## config.mk

```make
export PLATFORM = sky130hd
export DESIGN_NAME = rsv_alloc_ctrl_module_flat
export DESIGN_NICKNAME = d
export VERILOG_FILES = /design/src/rtl/rsv_alloc_ctrl_module_if.sv /design/src/rtl/rsv_alloc_ctrl_module.sv /design/src/flat_wrapper.sv
export SDC_FILE = /design/constraint.sdc
export NUM_CORES = 1
export LEC_CHECK = 0
export BUFFER_PORTS_ARGS = -buffer_cell sky130_fd_sc_hd__buf_2
export CORE_MARGIN = 2
export CORE_UTILIZATION = 27
export CTS_CLUSTER_SIZE = 12
export DETAILED_ROUTE_END_ITERATION = 6
export PLACE_DENSITY = 0.43
export SYNTH_ARGS = -nofsm -noshare
export SYNTH_HDL_FRONTEND = slang
export SYNTH_SLANG_ARGS = --single-unit
```

## constraint.sdc

```tcl
create_clock -name clk -period 141.9 [get_ports clk]
set_input_delay 21.285 -clock clk [delete_from_list [all_inputs] [get_ports clk]]
set_output_delay 21.285 -clock clk [all_outputs]
set_load 0.01 [all_outputs]
```

## src/rtl/rsv_alloc_ctrl_module_if.sv

```systemverilog
// Dispatch/issue bundle of the reservation-station allocator.
// master drives requests and issues; slave returns grants and free indices.
interface rsv_alloc_ctrl_module_if #(
   parameter int RSV_IDX_WIDTH = 6,
   parameter int ISS_PORTS     = 2
);
   logic [3:0]                         i_dsp_req_vld;
   logic                               o_dsp_rdy;
   logic [3:0]                         o_dsp_rsv_vld;
   logic [RSV_IDX_WIDTH-1:0]           o_free_entry_0;
   logic [RSV_IDX_WIDTH-1:0]           o_free_entry_1;
   logic [RSV_IDX_WIDTH-1:0]           o_free_entry_2;
   logic [RSV_IDX_WIDTH-1:0]           o_free_entry_3;
   logic [ISS_PORTS-1:0]               i_iss_vld;
   logic [ISS_PORTS*RSV_IDX_WIDTH-1:0] i_iss_entry;

   modport master (
      output i_dsp_req_vld, i_iss_vld, i_iss_entry,
      input  o_dsp_rdy, o_dsp_rsv_vld,
      input  o_free_entry_0, o_free_entry_1,
      input  o_free_entry_2, o_free_entry_3
   );

   modport slave (
      input  i_dsp_req_vld, i_iss_vld, i_iss_entry,
      output o_dsp_rdy, o_dsp_rsv_vld,
      output o_free_entry_0, o_free_entry_1,
      output o_free_entry_2, o_free_entry_3
   );
endinterface

```

## src/rtl/rsv_alloc_ctrl_module.sv

```systemverilog
// Reservation-station entry allocator: picks 4 lowest free entries, retires on issue.
// Optional RSV_ALLOC_CHK_EN adds a sticky o_alloc_err protocol checker.
module rsv_alloc_ctrl_module #(
   parameter int RSV_ENTRY_NUMS = 64,
   parameter int RSV_IDX_WIDTH  = 6,
   parameter int ISS_PORTS      = 2
) (
   input  logic                      clk,
   input  logic                      rst_n,
   input  logic                      i_csr_trap_flush,
   input  logic                      i_exu_mis_flush,
   input  logic                      i_exu_ls_flush,
   rsv_alloc_ctrl_module_if.slave    dsp_if,
   output logic [RSV_ENTRY_NUMS-1:0] o_rsv_entry_vld_vec,
`ifdef RSV_ALLOC_CHK_EN
   output logic                      o_alloc_err,
`endif
   output logic [RSV_IDX_WIDTH:0]    o_free_cnt
);
   localparam int W = RSV_IDX_WIDTH;
   localparam int N = RSV_ENTRY_NUMS;

   logic [N-1:0]      vld_vec_q, vld_vec_d;
   logic [W:0]        free_cnt_q, free_cnt_d;
   logic              flush;
   logic              rdy;
   logic [3:0]        dsp_vld;
   logic [3:0][W-1:0] fe;
   logic [N-1:0]      set_mask;
   logic [N-1:0]      clr_req;
   logic [N-1:0]      cleared;
   logic [W:0]        cnt_set;
   logic [W:0]        cnt_clr;

   assign flush   = i_csr_trap_flush | i_exu_mis_flush | i_exu_ls_flush;
   assign rdy     = (free_cnt_q >= (W+1)'(4));
   assign dsp_vld = dsp_if.i_dsp_req_vld & {4{rdy}} & {4{~flush}};

   // Priority scan: first four zero bits of the valid vector, lowest first.
   always_comb begin
      int n;
      fe = '0;
      n  = 0;
      for (int i = 0; i < N; i++) begin
         if (!vld_vec_q[i] && n < 4) begin
            fe[n[1:0]] = W'(i);
            n = n + 1;
         end
      end
   end

   always_comb begin
      set_mask = '0;
      cnt_set  = '0;
      for (int k = 0; k < 4; k++) begin
         if (dsp_vld[k]) begin
            set_mask[fe[k]] = 1'b1;
            cnt_set = cnt_set + (W+1)'(1);
         end
      end
   end

   // Duplicate issue indices collapse into one bit, so they count once.
   always_comb begin
      clr_req = '0;
      for (int p = 0; p < ISS_PORTS; p++) begin
         if (dsp_if.i_iss_vld[p])
            clr_req[dsp_if.i_iss_entry[p*W +: W]] = 1'b1;
      end
   end

   assign cleared = clr_req & vld_vec_q;

   always_comb begin
      cnt_clr = '0;
      for (int i = 0; i < N; i++)
         cnt_clr = cnt_clr + (W+1)'(cleared[i]);
   end

   always_comb begin
      vld_vec_d  = (vld_vec_q & ~cleared) | set_mask;
      free_cnt_d = free_cnt_q - cnt_set + cnt_clr;
      if (flush) begin
         vld_vec_d  = '0;
         free_cnt_d = (W+1)'(N);
      end
   end

   always_ff @(posedge clk or negedge rst_n) begin
      if (!rst_n) begin
         vld_vec_q  <= '0;
         free_cnt_q <= (W+1)'(N);
      end else begin
         vld_vec_q  <= vld_vec_d;
         free_cnt_q <= free_cnt_d;
      end
   end

`ifdef RSV_ALLOC_CHK_EN
   logic alloc_err_q, alloc_err_d;
   logic bad_evt;

   always_comb begin
      bad_evt = (|dsp_if.i_dsp_req_vld) & ~rdy;
      for (int p = 0; p < ISS_PORTS; p++) begin
         if (dsp_if.i_iss_vld[p] &&
             !vld_vec_q[dsp_if.i_iss_entry[p*W +: W]])
            bad_evt = 1'b1;
         for (int q = p + 1; q < ISS_PORTS; q++) begin
            if (dsp_if.i_iss_vld[p] && dsp_if.i_iss_vld[q] &&
                dsp_if.i_iss_entry[p*W +: W] == dsp_if.i_iss_entry[q*W +: W])
               bad_evt = 1'b1;
         end
      end
      alloc_err_d = alloc_err_q | bad_evt;
   end

   always_ff @(posedge clk or negedge rst_n) begin
      if (!rst_n) alloc_err_q <= 1'b0;
      else        alloc_err_q <= alloc_err_d;
   end

   assign o_alloc_err = alloc_err_q;
`endif

   assign dsp_if.o_dsp_rdy      = rdy;
   assign dsp_if.o_dsp_rsv_vld  = dsp_vld;
   assign dsp_if.o_free_entry_0 = fe[0];
   assign dsp_if.o_free_entry_1 = fe[1];
   assign dsp_if.o_free_entry_2 = fe[2];
   assign dsp_if.o_free_entry_3 = fe[3];
   assign o_rsv_entry_vld_vec   = vld_vec_q;
   assign o_free_cnt            = free_cnt_q;
endmodule

```

## src/flat_wrapper.sv

```systemverilog
// flat-port wrapper written by rule: the top's interface ports become plain ports
module rsv_alloc_ctrl_module_flat 
#(
   parameter int RSV_ENTRY_NUMS = 64,
   parameter int RSV_IDX_WIDTH  = 6,
   parameter int ISS_PORTS      = 2
)
  (clk, rst_n, i_csr_trap_flush, i_exu_mis_flush, i_exu_ls_flush, o_rsv_entry_vld_vec, o_free_cnt, dsp_if_i_dsp_req_vld, dsp_if_i_iss_vld, dsp_if_i_iss_entry, dsp_if_o_dsp_rdy, dsp_if_o_dsp_rsv_vld, dsp_if_o_free_entry_0, dsp_if_o_free_entry_1, dsp_if_o_free_entry_2, dsp_if_o_free_entry_3);
  rsv_alloc_ctrl_module_if #(.RSV_IDX_WIDTH(RSV_IDX_WIDTH), .ISS_PORTS(ISS_PORTS)) dsp_if_i ();
  input  logic clk;
  input  logic rst_n;
  input  logic i_csr_trap_flush;
  input  logic i_exu_mis_flush;
  input  logic i_exu_ls_flush;
  output logic [RSV_ENTRY_NUMS-1:0] o_rsv_entry_vld_vec;
  output logic [RSV_IDX_WIDTH:0] o_free_cnt;
  input wire logic [$bits(dsp_if_i.i_dsp_req_vld)-1:0] dsp_if_i_dsp_req_vld;
  input wire logic [$bits(dsp_if_i.i_iss_vld)-1:0] dsp_if_i_iss_vld;
  input wire logic [$bits(dsp_if_i.i_iss_entry)-1:0] dsp_if_i_iss_entry;
  output wire logic [$bits(dsp_if_i.o_dsp_rdy)-1:0] dsp_if_o_dsp_rdy;
  output wire logic [$bits(dsp_if_i.o_dsp_rsv_vld)-1:0] dsp_if_o_dsp_rsv_vld;
  output wire logic [$bits(dsp_if_i.o_free_entry_0)-1:0] dsp_if_o_free_entry_0;
  output wire logic [$bits(dsp_if_i.o_free_entry_1)-1:0] dsp_if_o_free_entry_1;
  output wire logic [$bits(dsp_if_i.o_free_entry_2)-1:0] dsp_if_o_free_entry_2;
  output wire logic [$bits(dsp_if_i.o_free_entry_3)-1:0] dsp_if_o_free_entry_3;
  assign dsp_if_i.i_dsp_req_vld = dsp_if_i_dsp_req_vld;
  assign dsp_if_i.i_iss_vld = dsp_if_i_iss_vld;
  assign dsp_if_i.i_iss_entry = dsp_if_i_iss_entry;
  assign dsp_if_o_dsp_rdy = dsp_if_i.o_dsp_rdy;
  assign dsp_if_o_dsp_rsv_vld = dsp_if_i.o_dsp_rsv_vld;
  assign dsp_if_o_free_entry_0 = dsp_if_i.o_free_entry_0;
  assign dsp_if_o_free_entry_1 = dsp_if_i.o_free_entry_1;
  assign dsp_if_o_free_entry_2 = dsp_if_i.o_free_entry_2;
  assign dsp_if_o_free_entry_3 = dsp_if_i.o_free_entry_3;
  rsv_alloc_ctrl_module #(.RSV_ENTRY_NUMS(RSV_ENTRY_NUMS), .RSV_IDX_WIDTH(RSV_IDX_WIDTH), .ISS_PORTS(ISS_PORTS)) u_core (.clk(clk), .rst_n(rst_n), .i_csr_trap_flush(i_csr_trap_flush), .i_exu_mis_flush(i_exu_mis_flush), .i_exu_ls_flush(i_exu_ls_flush), .dsp_if(dsp_if_i), .o_rsv_entry_vld_vec(o_rsv_entry_vld_vec), .o_free_cnt(o_free_cnt));
endmodule
```

==> After elaboration in Yosys (flattened, before gate mapping) <==
Index checks and enable logic that the tools add are counted.
{ "totals": {"inputBits": 23, "reg_bits": 71, "out_inout_bits": 100} }
{ "op_classes": {"bitwise": 197, "n_addsub": 130, "order_cmp": 202, "n_reduce_logical": 195, "n_mux": 276} }
{ "op_table": {"columns": ["operator", "n"], "rows": [
  ["32-bit by 4-bit < comparator with 1-bit output, second input constant", 63],
  ["32-bit by 2-bit adder with 32-bit output, second input constant", 62],
  ["32-bit two-way mux", 62],
  ["24-bit two-way mux", 62],
  ["6-bit demux with 2-bit select", 63],
  ["64-bit two-way mux", 7],
  ["7-bit by 1-bit adder with 7-bit output", 62],
  ["6-bit two-way mux", 63],
  ["64-bit OR", 5],
  ["12-bit AND", 20],
  ["16-bit AND", 15],
  ["12-bit inverter", 20],
  ["16-bit inverter", 15],
  ["12-bit OR", 20],
  ["16-bit OR", 15],
  ["2-bit by 3-bit < comparator with 1-bit output, second input constant", 63],
  ["1-bit logical AND", 132],
  ["64-bit AND", 2],
  ["2-bit by 1-bit >= comparator with 1-bit output, second input constant", 63],
  ["8-bit AND", 15],
  ["8-bit inverter", 15],
  ["20-bit OR", 6],
  ["8-bit OR", 15],
  ["20-bit AND", 5],
  ["other kinds (22)", 130]
]} }

==> Longest topological paths before layout <==
{ "logic_depth": {"word_depth": 206, "depth_mapped": 252, "mapped_depth_nobuf": 237} }

==> Worst setup path after synthesis <==
No wires, ideal clock.
{ "synth_path": {"path_kind": "flip-flop to output port", "from": "register u_core.vld_vec_q[0] (netlist: u_core.o_rsv_entry_vld_vec[0])", "to": "output port dsp_if_o_free_entry_1[4]", "path_stages_with_launch": 216, "arrival_ns": 47.769, "slack_ns": 72.846, "n_path_buf": 18, "path_cell_list": "dfrtp_1 fa_1 inv_1 ha_1 mux2_2 a21oi_1 inv_1 ha_1 nand2_1 o21ai_0 ha_1 or2_2 o32a_1 nor2_1 a21oi_1 ha_1 nand2_1 o21ai_0 [... 180 more ...] ha_1 a21oi_1 and3_1 and3_1 clkbuf_1 clkbuf_1 a22oi_1 ha_1 a32o_1 o31a_1 o21a_1 buf_2 ha_1 nor4_1 nand2_1 o21a_1 clkbuf_1 nand3_1"} }
{ "synth_between": {"elab_chain_cells": 193} }
{ "synth_rtl": {"columns": ["element", "line_no", "rtl"], "rows": [
  ["start: declaration", "rsv_alloc_ctrl_module.sv:23", "logic [N-1:0] vld_vec_q, vld_vec_d;"],
  ["start signal: assignment", "rsv_alloc_ctrl_module.sv:94", "vld_vec_q <= vld_vec_d;"],
  ["1-bit two-way mux *", "rsv_alloc_ctrl_module.sv:45", "if (!vld_vec_q[i] && n < 4) begin"],
  ["32-bit by 4-bit < comparator with 1-bit output", "rsv_alloc_ctrl_module.sv:45", null],
  ["1-bit logical AND", "rsv_alloc_ctrl_module.sv:45", null],
  ["32-bit two-way mux *", "rsv_alloc_ctrl_module.sv:45", null],
  ["parallel branches: the longest is 188 deep, another holds 32-bit by 4-bit < comparator with 1-bit output", null, null],
  ["24-bit two-way mux *", "rsv_alloc_ctrl_module.sv:45", null],
  ["end: declaration", "flat_wrapper.sv:23", "output wire logic [$bits(dsp_if_i.o_free_entry_1)-1:0] dsp_if_o_free_entry_1;"]
]} }
Every way passes the cells marked *.

==> Final worst setup path <==
{ "layout_path": {"from": "register u_core.vld_vec_q[0] (netlist: u_core.o_rsv_entry_vld_vec[0])", "to": "output port dsp_if_o_free_entry_0[0]"} }
{ "layout_between": {"elab_chain_cells": 193} }
{ "layout_rtl": {"columns": ["element", "line_no", "rtl"], "rows": [
  ["1-bit two-way mux *", "rsv_alloc_ctrl_module.sv:45", null],
  ["parallel branches: the longest is 191 deep, another holds 32-bit by 4-bit < comparator with 1-bit output", null, null],
  ["24-bit two-way mux *", "rsv_alloc_ctrl_module.sv:45", null],
  ["end: declaration", "flat_wrapper.sv:22", "output wire logic [$bits(dsp_if_i.o_free_entry_0)-1:0] dsp_if_o_free_entry_0;"]
]} }
Marked as above.

==> impl_results.md <==
- Post-detail-place hpwl: between 100000 and 150000 µm
- CP bufs+invs: 14
- Core ar.: 82240 µm²
- Final Cycle Share: between 50% and 60%
- GP Congestion: 1.035
- CTS root buf: clkbuf_16
- Fin crit period: 80.14 ns
- Synth area leader: ha_1
- Initial DRT Pass Iterations: 6
- CTS Buffer Depth: 2
- Vias: about 27000
- Slew HR: less than 1%
- # IOs: roughly 120
- Hold Crit Class: register to register
- Sequential-to-total area share from yosys stat: 7.906%
- Grt ovf: 0
- Crit-path most repeated cell: ha_1
- Die Footprint: between 80000 and 90000 µm²
- Largest cells by area after synthesis: ha_1, dfrtp_1, nand2_1
- Fillers: 9211
- Final ANT Viol Nets: 0
- Htree depth: 3
- Initial antenna violation count: 10
- Vias per cell: between 6 and 7
- Sum Neg Setup Slack: 0 ns
- Global-route wire length before repair: 182200 µm
- Failing checks: max-capacitance violations
- Initial drt markers: ~3300
- Slowest stage delay, CP: about 0.86 ns
- TritonCTS Buffers: 9
- Worst-skew pair later-pin latency: around 0.38 ns
- Post-CTS setup buffers: 0
- Nets: 3605
- Mean Syn Cell Area: between 7 and 8 µm²
- Clock sinks: 71
- Initial Util: roughly 27%
- Post-synth EDFFs: 0
- Vias in the first global route: between 20000 and 30000
- Final clock skew: between 0.02 and 0.025 ns
- Pins over their slew limit: 0
- Worst-margin pin slew: 1.491 ns
- Final setup fails: 0
- Worst Setup End Kind: output port
- Post-cts hold buffer count: 0
- Post-Synthesis Cells: roughly 3200
- Max Freq: 0.01248 GHz
- CP Launch Type: register
- Count of final hold-check violations: 0
- Height of the chip: roughly 290 µm
- Die X: 292.6 µm
- Drc violations: 0
- CP delay by family, top: simple AND/OR/NAND/NOR gates
- Status: finished, violations left
- Most frequent cells in the layout: nand2_1, ha_1, nor2_1
- RSZ-0062 raised after global routing: no
- CTS resizes: 0
- Top_reg_cell synth: dfrtp_1
- Flops & latches, synth: between 70 and 80
- Post-synth ARST share: between 90% and 100%
- Synth Warn #: 0
- IO Port Bufs: about 120
- Syn nets: around 3500
- WL final: approximately 130000 µm
- Commonest non-fill, non-tap cell in the layout: nand2_1
- Critical Path AT: ~59 ns
- CP Max Fanout: 26
- Share of layout cells above drive strength 1: between 9 and 10%
- Slowest CP cell: nor4_1
- Largest net degree at the start of global routing: 72
- Worst Path Required: between 100 and 150 ns
- CTS tree: built
- Area Growth Syn to Fin: 9.503%
- # diodes: 0
- Synth cell types: around 120
- Reg clk slew, reported paths: about 0.070 ns
- Tot GR Track Use: roughly 29%
- Row cnt: around 110
- Routed WL per cell: between 20 and 30 µm
- Crit Path Category: register to output port
- Yosys top cell area share: between 15 and 20%
- Max Cap Viol: 1
- Cell Area, Synth: roughly 22000 µm²
registers in the layout, indices dropped and copies added (netlist names):
| signal | count |
|---|---|
| u_core.o_free_cnt | 7 |
| u_core.o_rsv_entry_vld_vec | 64 |
stage by stage:
| stage | hold slack [ns] | util (%) | std cells | cell area [µm²] | worst slack [ns] |
|---|---|---|---|---|---|
| after floorplan | 0.7406 | - | 3179 | 22490 | 72.85 |
| after global placement | 0.7754 | 29.60 | 4294 | 24340 | 64.10 |
| after detailed placement | 0.8229 | 29.60 | 4294 | 24340 | 63.18 |
| after CTS | 0.8401 | 29.94 | 4310 | 24630 | 62.66 |
| after global routing | 0.8854 | 29.94 | 4310 | 24630 | 56.79 |
| final | 0.8365 | 29.94 | 4310 | 24630 | 61.76 |
area by class of cell:
type / count / area (µm²) / area share, %
clock buffer: 11 / 242.7 / 0.9857
clock inverter: 5 / 38.79 / 0.1575
inverter: 251 / 947.2 / 3.846
multi-input combinational: 2724 / 19250 / 78.16
sequential: 71 / 1778 / 7.220
tap: 1070 / 1339 / 5.436
timing repair buffer: 178 / 1033 / 4.197
final timing paths:
check / start / endpoint / slack (ns) / depth (start not counted)
setup / recovery: u_core.o_rsv_entry_vld_vec[0] / dsp_if_o_free_entry_0[0] / 61.76 / 199
hold / removal: u_core.o_rsv_entry_vld_vec[0] / u_core.o_rsv_entry_vld_vec[0] / 0.84 / 2
setup reg to reg: u_core.o_rsv_entry_vld_vec[0] / u_core.o_rsv_entry_vld_vec[5] / 82.22 / 202
hold reg to reg: u_core.o_rsv_entry_vld_vec[0] / u_core.o_rsv_entry_vld_vec[0] / 0.84 / 2
max in group asynchronous: rst_n / u_core.o_rsv_entry_vld_vec[23] / 120.13 / 1
min in group asynchronous: rst_n / u_core.o_rsv_entry_vld_vec[51] / 21.06 / 1
worst register-to-register path, delay by kind of cell, from the launching register on:
family / cells / cell delay (ns)
AND/OR/NAND/NOR: 94 / 29.30
AO/OA/AOI/OAI: 39 / 11.29
adder cells (fa/ha/maj): 38 / 11.03
XOR/XNOR: 10 / 3.12
multiplexers: 8 / 2.47
buffers and inverters: 13 / 1.84
flip-flops: 1 / 0.48
cells by family (layout without fill, tap and decap cells):
| group | after synthesis | in the layout | synth area share (%) |
|---|---|---|---|
| mux | 27 | 27 | 1.296 |
| other cells | 1 | 1 | 0.01667 |
| compound gates | 831 | 831 | 25.80 |
| simple gates | 1423 | 1423 | 32.37 |
| flops | 71 | 71 | 7.906 |
| fa+ha+maj | 347 | 347 | 21.24 |
| buf+inv | 384 | 445 | 6.765 |
| xor+xnor | 95 | 95 | 4.601 |
cells in the mapped netlist, types with 22 or more instances:
library cell	n
or2_2	23
o22ai_1	79
a32oi_1	25
a211oi_1	31
a21oi_1	170
a221oi_1	41
inv_1	246
clkbuf_1	93
and2_1	42
nand2b_1	56
a31oi_1	72
nand3_1	132
and3_1	47
a22oi_1	44
fa_1	58
nand2_1	410
nor2_1	276
or3_1	26
dfrtp_1	70
o211ai_1	24
ha_1	289
nor2b_1	87
nor3_1	107
a22o_1	22
o21ai_0	101
xor2_1	25
nor4_1	38
buf_2	23
nand4_1	60
xnor2_1	53
routing by layer:
layer	part of all wire, %	vias up	track usage, %
met3	9.1	385	5.205
li1	-	11710	-
met4	6.3	6	15.08
met2	43	1657	44.23
met5	0.026	-	0
met1	42	12860	38.56
Power is not shown: default switching activity piles up to over one toggle a cycle in this logic, so the estimate is an artifact.
